--- config.mk ---
export PLATFORM = sky130hd
export DESIGN_NAME = output_launch
export DESIGN_NICKNAME = d
export VERILOG_FILES = /design/src/rtl/io_sync_pkg.sv /design/src/rtl/output_launch_fifo.sv /design/src/rtl/output_launch.sv
export SDC_FILE = /design/constraint.sdc
export NUM_CORES = 1
export LEC_CHECK = 0
export ABC_AREA = 0
export CORE_UTILIZATION = 48
export DETAILED_ROUTE_END_ITERATION = 10
export PLACE_DENSITY = 0.73
export SLEW_MARGIN = 25
export SYNTH_ARGS = -nofsm -noshare
export SYNTH_HDL_FRONTEND = slang
export SYNTH_SLANG_ARGS = --single-unit
--- constraint.sdc ---
create_clock -name clock -period 3.7 [get_ports clock]
set_clock_uncertainty 0.2 [all_clocks]
set_input_delay 0.37 -clock clock [delete_from_list [all_inputs] [get_ports clock]]
set_output_delay 0.37 -clock clock [all_outputs]
set_load 0.05 [all_outputs]
--- src/rtl/io_sync_pkg.sv ---
// io_sync_pkg: launch-edge constants and FSM state encodings shared by the output launch path
package io_sync_pkg;
  localparam logic EDGE_RISE = 1'b1;
  localparam logic EDGE_FALL = 1'b0;
  typedef enum logic [1:0] {
    ST_IDLE   = 2'd0,
    ST_SEND   = 2'd1,
    ST_DRAIN  = 2'd2,
    ST_SWITCH = 2'd3
  } state_e;
endpackage

--- src/rtl/output_launch_fifo.sv ---
// output_launch_fifo: DEPTH x WIDTH circular buffer
// ports: clock/reset, push_i/wdata_i write side, pop_i/rdata_o read side (rdata_o is the head word),
//        count_o occupancy 0..DEPTH, full_o/empty_o flags; a push while full is ignored
module output_launch_fifo #(
  parameter int WIDTH = 8,
  parameter int DEPTH = 4
) (
  input  logic                     clock,
  input  logic                     reset,
  input  logic                     push_i,
  input  logic                     pop_i,
  input  logic [WIDTH-1:0]         wdata_i,
  output logic [WIDTH-1:0]         rdata_o,
  output logic [$clog2(DEPTH):0]   count_o,
  output logic                     full_o,
  output logic                     empty_o
);
  localparam int AW = $clog2(DEPTH);
  logic [WIDTH-1:0] mem_q [DEPTH];
  logic [AW-1:0]    wr_q, rd_q;
  logic [AW:0]      cnt_q;
  logic             do_push, do_pop;
  assign full_o  = cnt_q == (AW+1)'(DEPTH);
  assign empty_o = cnt_q == '0;
  assign count_o = cnt_q;
  assign rdata_o = mem_q[rd_q];
  assign do_push = push_i && !full_o;
  assign do_pop  = pop_i && !empty_o;
  always_ff @(posedge clock or posedge reset) begin
    if (reset) begin
      wr_q  <= '0;
      rd_q  <= '0;
      cnt_q <= '0;
    end else begin
      if (do_push) wr_q <= wr_q + AW'(1);
      if (do_pop) rd_q <= rd_q + AW'(1);
      cnt_q <= cnt_q + (AW+1)'(do_push) - (AW+1)'(do_pop);
    end
  end
  always_ff @(posedge clock) begin
    if (do_push) mem_q[wr_q] <= wdata_i;
  end
endmodule

--- src/rtl/output_launch.sv ---
// output_launch: buffers core words and launches them on the rising or falling clock edge
// ports: clock, reset (async, active-high), edge_launch (1 rise / 0 fall), in_valid/in_ready/in_data
//        producer handshake, out_stall consumer hold, out_valid/out_data launched word
// OUTPUT_LAUNCH_PARITY_EN adds out_parity = ^out_data, launched through the same registers
module output_launch
  import io_sync_pkg::*;
#(
  parameter int WIDTH = 8,
  parameter int DEPTH = 4
) (
  input  logic             clock,
  input  logic             reset,
  input  logic             edge_launch,
  input  logic             in_valid,
  output logic             in_ready,
  input  logic [WIDTH-1:0] in_data,
  input  logic             out_stall,
  output logic             out_valid,
  output logic [WIDTH-1:0] out_data
`ifdef OUTPUT_LAUNCH_PARITY_EN
  ,
  output logic             out_parity
`endif
);
  localparam int CW = $clog2(DEPTH) + 1;
  state_e           state_q, state_d;
  logic             active_q;
  logic             pos_valid_q, neg_valid_q;
  logic [WIDTH-1:0] pos_data_q, neg_data_q, head;
  logic [CW-1:0]    count;
  logic             full, empty, push, pop, hold, mismatch;
  assign push     = in_valid && in_ready;
  // the word in the launch register is held while the consumer stalls it
  assign hold     = pos_valid_q && out_stall;
  assign pop      = !empty && !hold;
  assign mismatch = edge_launch != active_q;
  output_launch_fifo #(.WIDTH(WIDTH), .DEPTH(DEPTH)) u_fifo (
    .clock   (clock),
    .reset   (reset),
    .push_i  (push),
    .pop_i   (pop),
    .wdata_i (in_data),
    .rdata_o (head),
    .count_o (count),
    .full_o  (full),
    .empty_o (empty)
  );
  always_ff @(posedge clock or posedge reset) begin
    if (reset) begin
      state_q  <= ST_IDLE;
      active_q <= EDGE_RISE;
    end else begin
      state_q <= state_d;
      if (state_q == ST_SWITCH) active_q <= edge_launch;
    end
  end
  // leaving SEND or DRAIN also waits for a stalled word so nothing launches on a mixed edge
  always_comb begin
    state_d = state_q;
    case (state_q)
      ST_IDLE:  state_d = push ? ST_SEND : mismatch ? ST_SWITCH : ST_IDLE;
      ST_SEND:  state_d = mismatch ? ST_DRAIN : (count == '0 && !push && !hold) ? ST_IDLE : ST_SEND;
      ST_DRAIN: state_d = (count == '0 && !hold) ? ST_SWITCH : ST_DRAIN;
      default:  state_d = ST_IDLE;
    endcase
  end
  always_comb begin
    in_ready = !full && state_q != ST_DRAIN && state_q != ST_SWITCH;
  end
  always_ff @(posedge clock or posedge reset) begin
    if (reset) begin
      pos_valid_q <= 1'b0;
      pos_data_q  <= '0;
    end else begin
      pos_valid_q <= pop || hold;
      if (pop) pos_data_q <= head;
    end
  end
  always_ff @(negedge clock or posedge reset) begin
    if (reset) begin
      neg_valid_q <= 1'b0;
      neg_data_q  <= '0;
    end else begin
      neg_valid_q <= pos_valid_q;
      neg_data_q  <= pos_data_q;
    end
  end
  assign out_valid = (active_q == EDGE_FALL) ? neg_valid_q : pos_valid_q;
  assign out_data  = (active_q == EDGE_FALL) ? neg_data_q : pos_data_q;
`ifdef OUTPUT_LAUNCH_PARITY_EN
  logic pos_par_q, neg_par_q;
  always_ff @(posedge clock or posedge reset) begin
    if (reset) pos_par_q <= 1'b0;
    else if (pop) pos_par_q <= ^head;
  end
  always_ff @(negedge clock or posedge reset) begin
    if (reset) neg_par_q <= 1'b0;
    else neg_par_q <= pos_par_q;
  end
  assign out_parity = (active_q == EDGE_FALL) ? neg_par_q : pos_par_q;
`endif
endmodule
==> results.py, run 1 <==
metrics = {
    "run_status": {
        "status": "complete, no violations",
    },
    "drt": {
        "dr.pass1.iters": 4,
        "drt_iter0_markers": 52,
        "drc": 0,
        "drt-wirelength-per-cell_microns": 16.8,
        "ant_nets": 0,
        "num_vias": 1216,
        "routed_via_density": 5.15,
        "routed_wl_microns": 3980,
    },
    "timing": {
        "max_slew_margin_pct": 59.3,
        "layout_setup_ws_ns": 0.183,
        "tightestPinTransition_ns": 0.610,
        "finalHoldViolations": 0,
        "final.setup.tns_ns": 0,
        "worst_hold_slack_ns": 0.179,
        "slew_violations": 0,
        "rsz0062_at_grt": "false",
        "finalSetupViolations": 0,
    },
    "worst_setup_path": {
        "crit_chain": "mux2_2 > buf_12",
        "critical_path_class": "reg2out",
        "cp_num_buf_inv": 1,
        "critPathLaunchType": "flop",
        "endpoint_kind": "primary output",
        "cp_top_family": "flip-flops",
        "worstPathRequired_ns": 3.13,
        "crit_path_top_delay_cell": "dfrtn_1",
        "worstPathArrival_ns": 2.95,
        "slowest_delay_ns": 0.33,
        "cp_max_fo": 1,
    },
    "power": {
        "peakVddDrop_v": 0.000474,
        "comb_power_share_pct": 41.4,
        "p_int_mw": 1.89,
        "switching_share_pct": 34.4,
        "seqPwrFrac_pct": 38.3,
        "p_leak_nw": 1.16,
        "clockPowerShare_pct": 20.3,
        "p_per_area_nw_per_um2": 966,
        "netSwitchingPower_mw": 0.994,
    },
    "global_routing": {
        "grt_usage_pct": 18.3,
        "grt_pass1_wl_microns": 6720,
        "antenna_found_initial": 0,
        "grt_pass1_vias": 1353,
        "grt_max_degree": 23,
        "grt_overflow": 0,
    },
    "synth": {
        "synth_cells": 133,
        "ys_warn_count": 0,
        "avgSynthCellArea_sq_um": 18.1,
        "synth_area_leaders": "edfxtp_1 (40%), dfrtp_1 (19%), dfrtn_1 (9.4%), mux2_2 (8.4%), mux4_2 (7.5%)",
        "synth_top_area_share_pct": 40.0,
        "ys_ff_latch": 60,
        "synth_common_cells": "edfxtp_1 (32), dfrtp_1 (18), mux2_2 (18), dfrtn_1 (9), inv_1 (9)",
        "ys_async_sr_fraction_pct": 46.7,
        "synthesis.area_sq_um": 2400,
        "synth_edf_count": 32,
        "yosysSeqAreaShare_pct": 69.3,
        "synth_cell_type_count": 31,
        "yosysMostFrequentCell": "edfxtp_1",
        "synth_area_leader_cell": "edfxtp_1",
        "yosys_most_used_dff": "edfxtp_1",
        "synth_nets": 153,
    },
    "die": {
        "die_x_microns": 72.7,
        "core-area_sq_um": 4750,
        "initial_core_util_pct": 50.5,
        "dieHeight_microns": 72.7,
        "rows": 25,
        "die_area_sq_um": 5290,
        "ioPinCount": 23,
    },
    "placed_design": {
        "io_buffers": 22,
        "dp_cells": 220,
        "pre_cts_slack_ns": 0.527,
        "gp_congestion": 0.695,
        "placed_cell_area_sq_um": 2790,
        "dp_hpwl_microns": 2610,
    },
    "clock_tree": {
        "numCtsBuffers": 9,
        "cts_hold_buffers": 0,
        "cts_tree": "yes",
        "post_cts_buffers": 0,
        "cts_resized": 0,
        "cts_buffer_depth": 2,
        "path_clk_slew_ns": 0.07,
        "cts-htree-levels": 3,
        "root_buffer": "clkbuf_8",
        "clk_latency_ns": 0.33,
        "cts_sinks": 60,
    },
    "hold_path": {
        "hold_class": "in2async",
    },
    "layout": {
        "diodes": 0,
        "area_delta_synth_final_pct": 24.5,
        "fin_nets": 184,
        "drive_gt1_share_pct": 33.7,
        "final-instance-count-excl-fill": 236,
        "design_area_sq_um": 2990,
    },
    "run": {
        "maxCapViolCount": 0,
    },
}
per-layer routing:
layer	up-vias	global-route usage [%]	routed length [microns]
li1	556	-	-
met1	629	22.1	1700
met2	25	30.1	2110
met3	6	4.14	107
met4	0	11.1	57
met5	-	0	0
area by class of cell:
class / count / area [sq um]
clock buffers: 12 / 155
clock inverters: 4 / 47.5
fillers: 362 / 1770
inverters: 9 / 33.8
multi-input cells: 60 / 681
flip-flops and latches: 60 / 1660
well taps: 67 / 83.8
repair buffers: 24 / 325
power groups by stage:
stage | registers [mW] | logic, mW | clock network, mW
6_report | 1.10 | 1.20 | 0.587
5_1_grt | 1.14 | 1.27 | 0.627
4_1_cts | 1.11 | 1.21 | 0.598
3_5_place_dp | 1.12 | 1.21 | 0
3_3_place_gp | 1.10 | 1.17 | 0
2_1_floorplan | 1.00 | 0.829 | 0
metrics by stage:
step | utilization, % | total power, mW
4_1_cts | 62.9 | 2.92
6_report | 62.9 | 2.89
3_5_place_dp | 58.6 | 2.33
3_3_place_gp | 58.6 | 2.26
2_1_floorplan | - | 1.83
5_1_grt | 62.9 | 3.04
path summary, 6_finish.rpt:
check / cells past startpoint / start / slack (ns) / to
min in group clock: 1 / pos_data_q[4] / 0.33 / pos_data_q[4]
max reg2reg: 10 / u_fifo.count_o[1] / 1.00 / u_fifo.count_o[2]
min: 3 / reset / 0.18 / pos_data_q[2]
max: 2 / neg_data_q[3] / 0.18 / out_data[3]
min reg2reg: 1 / pos_data_q[4] / 0.33 / pos_data_q[4]
max in group asynchronous: 3 / reset / 1.12 / neg_valid_q
worst register-to-register path: cells and delay by family (launching register included):
kind	cells	cell delay, ns
and+or+nand+nor	2	0.67
xor gates and xnor gates	2	0.34
DFF	1	0.45
adders and majority gates	3	0.78
buffers and inverters	3	0.19
logic make-up after synthesis:
kind of cell	Yosys count	synth area share, %
fa+ha+maj	7	3.96
flops	60	69.3
mux	27	16.6
xor+xnor	6	2.19
compound gates	5	1.56
simple gates	15	4.06
buf+inv	13	2.40
flip-flops by register name, indices dropped and copies added, names as in the netlist:
register        flops
pos_valid_q         1
u_fifo.mem_q       32
active_q            1
pos_data_q          8
neg_valid_q         1
neg_data_q          8
state_q             2
u_fifo.rd_q         2
u_fifo.count_o      3
u_fifo.wr_q         2
layout by cell type, fill, tap and decap left out, types with 2 or more instances in the layout:
cell type         n
mux4_2            8
edfxtp_1         32
dfrtp_1          18
clkdlybuf4s50_1  13
nand2_1           2
buf_12            9
mux2_2           18
buf_4             2
inv_1             9
and3_1            4
dfrtn_1           9
clkbuf_8         11
nor2b_1           2
xnor2_1           5
clkinv_2          2
ha_1              6
(Power assumes the default switching activity.)
==> inputs of run 2 (changes only) <==
- TNS_END_PERCENT: default -> 30
==> results of run 2 <==
No change in the layout: final DEF, timing and power equal those of run 1.
==> inputs of run 3 (changes only) <==
- SYNTH_HIERARCHICAL: default -> 1
==> results.py, run 3 <==
metrics = {
    "run_status": {
        "status": "complete, no violations",
    },
    "synth": {
        "synth_compound_area_share_pct": 2.43,
        "avgSynthCellArea_sq_um": 17.4,
        "synth-xor-area-share_pct": 1.77,
        "synth_nets": 162,
        "synth_edf_count": 32,
        "synth_simple_gate_area_share_pct": 6.78,
        "ys_async_sr_fraction_pct": 46.7,
        "synth_area_leaders": "edfxtp_1 (39%), dfrtp_1 (18%), dfrtn_1 (9.1%), mux2_2 (8.2%), mux4_2 (7.3%)",
        "synth_top_area_share_pct": 38.8,
        "synth_common_cells": "edfxtp_1 (32), dfrtp_1 (18), mux2_2 (18), dfrtn_1 (9)",
        "synth_top_family_by_area": "multiplexers",
        "ys_ff_latch": 60,
        "ys_warn_count": 6,
        "synth_cell_type_count": 34,
        "yosysMostFrequentCell": "edfxtp_1",
        "yosysSeqAreaShare_pct": 67.2,
        "synth_fa_ha_area_share_pct": 3.84,
        "yosys_most_used_dff": "edfxtp_1",
        "synth_cells": 142,
        "synth_area_leader_cell": "edfxtp_1",
        "synthesis.area_sq_um": 2470,
        "synthMuxAreaShare_pct": 15.9,
    },
    "global_routing": {
        "grt_pass1_wl_microns": 6660,
        "grt_usage_pct": 17.9,
        "grt_pass1_vias": 1345,
        "antenna_found_initial": 0,
        "grt_max_degree": 15,
        "grt_overflow": 0,
    },
    "clock_tree": {
        "clk_latency_ns": 0.32,
        "cts_resized": 0,
        "cts_hold_buffers": 0,
        "numCtsBuffers": 9,
        "cts_sinks": 60,
        "path_clk_slew_ns": 0.06,
        "root_buffer": "clkbuf_8",
        "cts_tree": "yes",
        "cts-htree-levels": 3,
        "post_cts_buffers": 0,
        "cts_buffer_depth": 2,
    },
    "layout": {
        "final_cell_mix": "edfxtp_1 (32), mux2_2 (18), dfrtp_1 (18), clkdlybuf4s50_1 (13), clkbuf_8 (11)",
        "regMostFlops": "u_fifo/mem_q",
        "post-route-util_pct": 63.7,
        "area_delta_synth_final_pct": 24.9,
        "layout_commonest_cell": "edfxtp_1",
        "fillers": 359,
        "drive_gt1_share_pct": 31.8,
        "diodes": 0,
        "largest_reg_flops": 32,
        "reg_top3": "u_fifo/mem_q: 32 flops, neg_data_q: 8 flops, pos_data_q: 8 flops",
        "fin_nets": 194,
    },
    "drt": {
        "routed_via_density": 5.24,
        "routed_wl_microns": 3950,
        "drc": 0,
        "ant_nets": 0,
        "dr.pass1.iters": 4,
        "num_vias": 1289,
        "drt_iter0_markers": 51,
        "drt-wirelength-per-cell_microns": 16.1,
    },
    "worst_setup_path": {
        "worstPathRequired_ns": 3.13,
        "cp_max_fo": 1,
        "endpoint_kind": "primary output",
        "critical_path_class": "reg2out",
        "worstPathArrival_ns": 2.94,
        "critPathLaunchType": "flop",
    },
    "power": {
        "p_per_area_nw_per_um2": 963,
        "peakVddDrop_v": 0.000548,
        "p_leak_nw": 1.19,
    },
    "die": {
        "die_x_microns": 73.8,
        "rows": 25,
        "ioPinCount": 23,
        "die_area_sq_um": 5440,
        "dieHeight_microns": 73.8,
        "initial_core_util_pct": 51.0,
        "core-area_sq_um": 4850,
    },
    "placed_design": {
        "io_buffers": 22,
        "gp_congestion": 0.703,
        "dp_hpwl_microns": 2760,
    },
    "timing": {
        "final.setup.tns_ns": 0,
        "finalHoldViolations": 0,
        "tightestPinTransition_ns": 0.596,
        "max_slew_margin_pct": 60.3,
        "slew_violations": 0,
        "finalSetupViolations": 0,
        "rsz0062_at_grt": "false",
    },
    "hold_path": {
        "hold_class": "in2async",
    },
    "run": {
        "maxCapViolCount": 0,
    },
}
## run 3: path summary, 6_finish.rpt
check | from | end | slack [ns] | cells past startpoint
worst min register to register | pos_data_q[5] | pos_data_q[5] | 0.34 | 1
min in group clock | pos_data_q[5] | pos_data_q[5] | 0.34 | 1
worst min-delay path | reset | u_fifo/count_o[0] | 0.11 | 2
worst max register to register | u_fifo/count_o[1] | u_fifo/count_o[2] | 1.02 | 11
worst max-delay path | neg_data_q[6] | out_data[6] | 0.19 | 2
max in group asynchronous | reset | neg_data_q[1] | 0.97 | 2
## run 3: layout make-up
type                            instances  area (sq um)  share of cell area (%)
Inverter                                8          30.0                   0.972
Multi-Input combinational cell         70           759                    24.6
Tap cell                               67          83.8                    2.71
Sequential cell                        60          1660                    53.8
Clock buffer                           12           176                    5.71
Clock inverter                          4          43.8                    1.42
Timing Repair Buffer                   25           333                    10.8
## run 3: cells by family (layout without fill, tap and decap cells)
logic type                 after synthesis  after routing
and+or+nand+nor                         23             23
xor gates and xnor gates                 5              5
DFF                                     60             60
adders and majority gates                7              7
buffers and inverters                   12             49
AOI/OAI and AO/OA                        8              8
muxes                                   27             27
## run 3: per-layer routing
layer / vias up / global-route usage [%] / routed length (microns)
met5: - / 0 / 0
met4: 0 / 11.8 / 92
met3: 10 / 5.08 / 182
met2: 34 / 27.4 / 1960
met1: 648 / 22.4 / 1720
li1: 597 / - / -
## run 3: per-stage QoR
stage	worst slack, ns	instance area [sq um]	hold slack, ns	total power [mW]	std cells
2_1_floorplan	0.603	2470	-0.0266	1.87	142
3_3_place_gp	0.542	2870	0.307	2.32	230
3_5_place_dp	0.524	2870	0.328	2.38	230
4_1_cts	0.173	3090	0.106	3.01	246
5_1_grt	0.142	3090	0.134	3.14	246
6_report	0.186	3090	0.114	2.97	246
## run 3: where the power goes
part	internal, mW	total [mW]	switching [mW]
logic	0.652	1.23	0.581
registers	0.914	1.12	0.206
clock network	0.384	0.621	0.237
## run 3: critical path: stages (launching register included)
cell,delay [ns]
dfrtn_1,0.33
mux2_2,0.29
buf_12,0.15
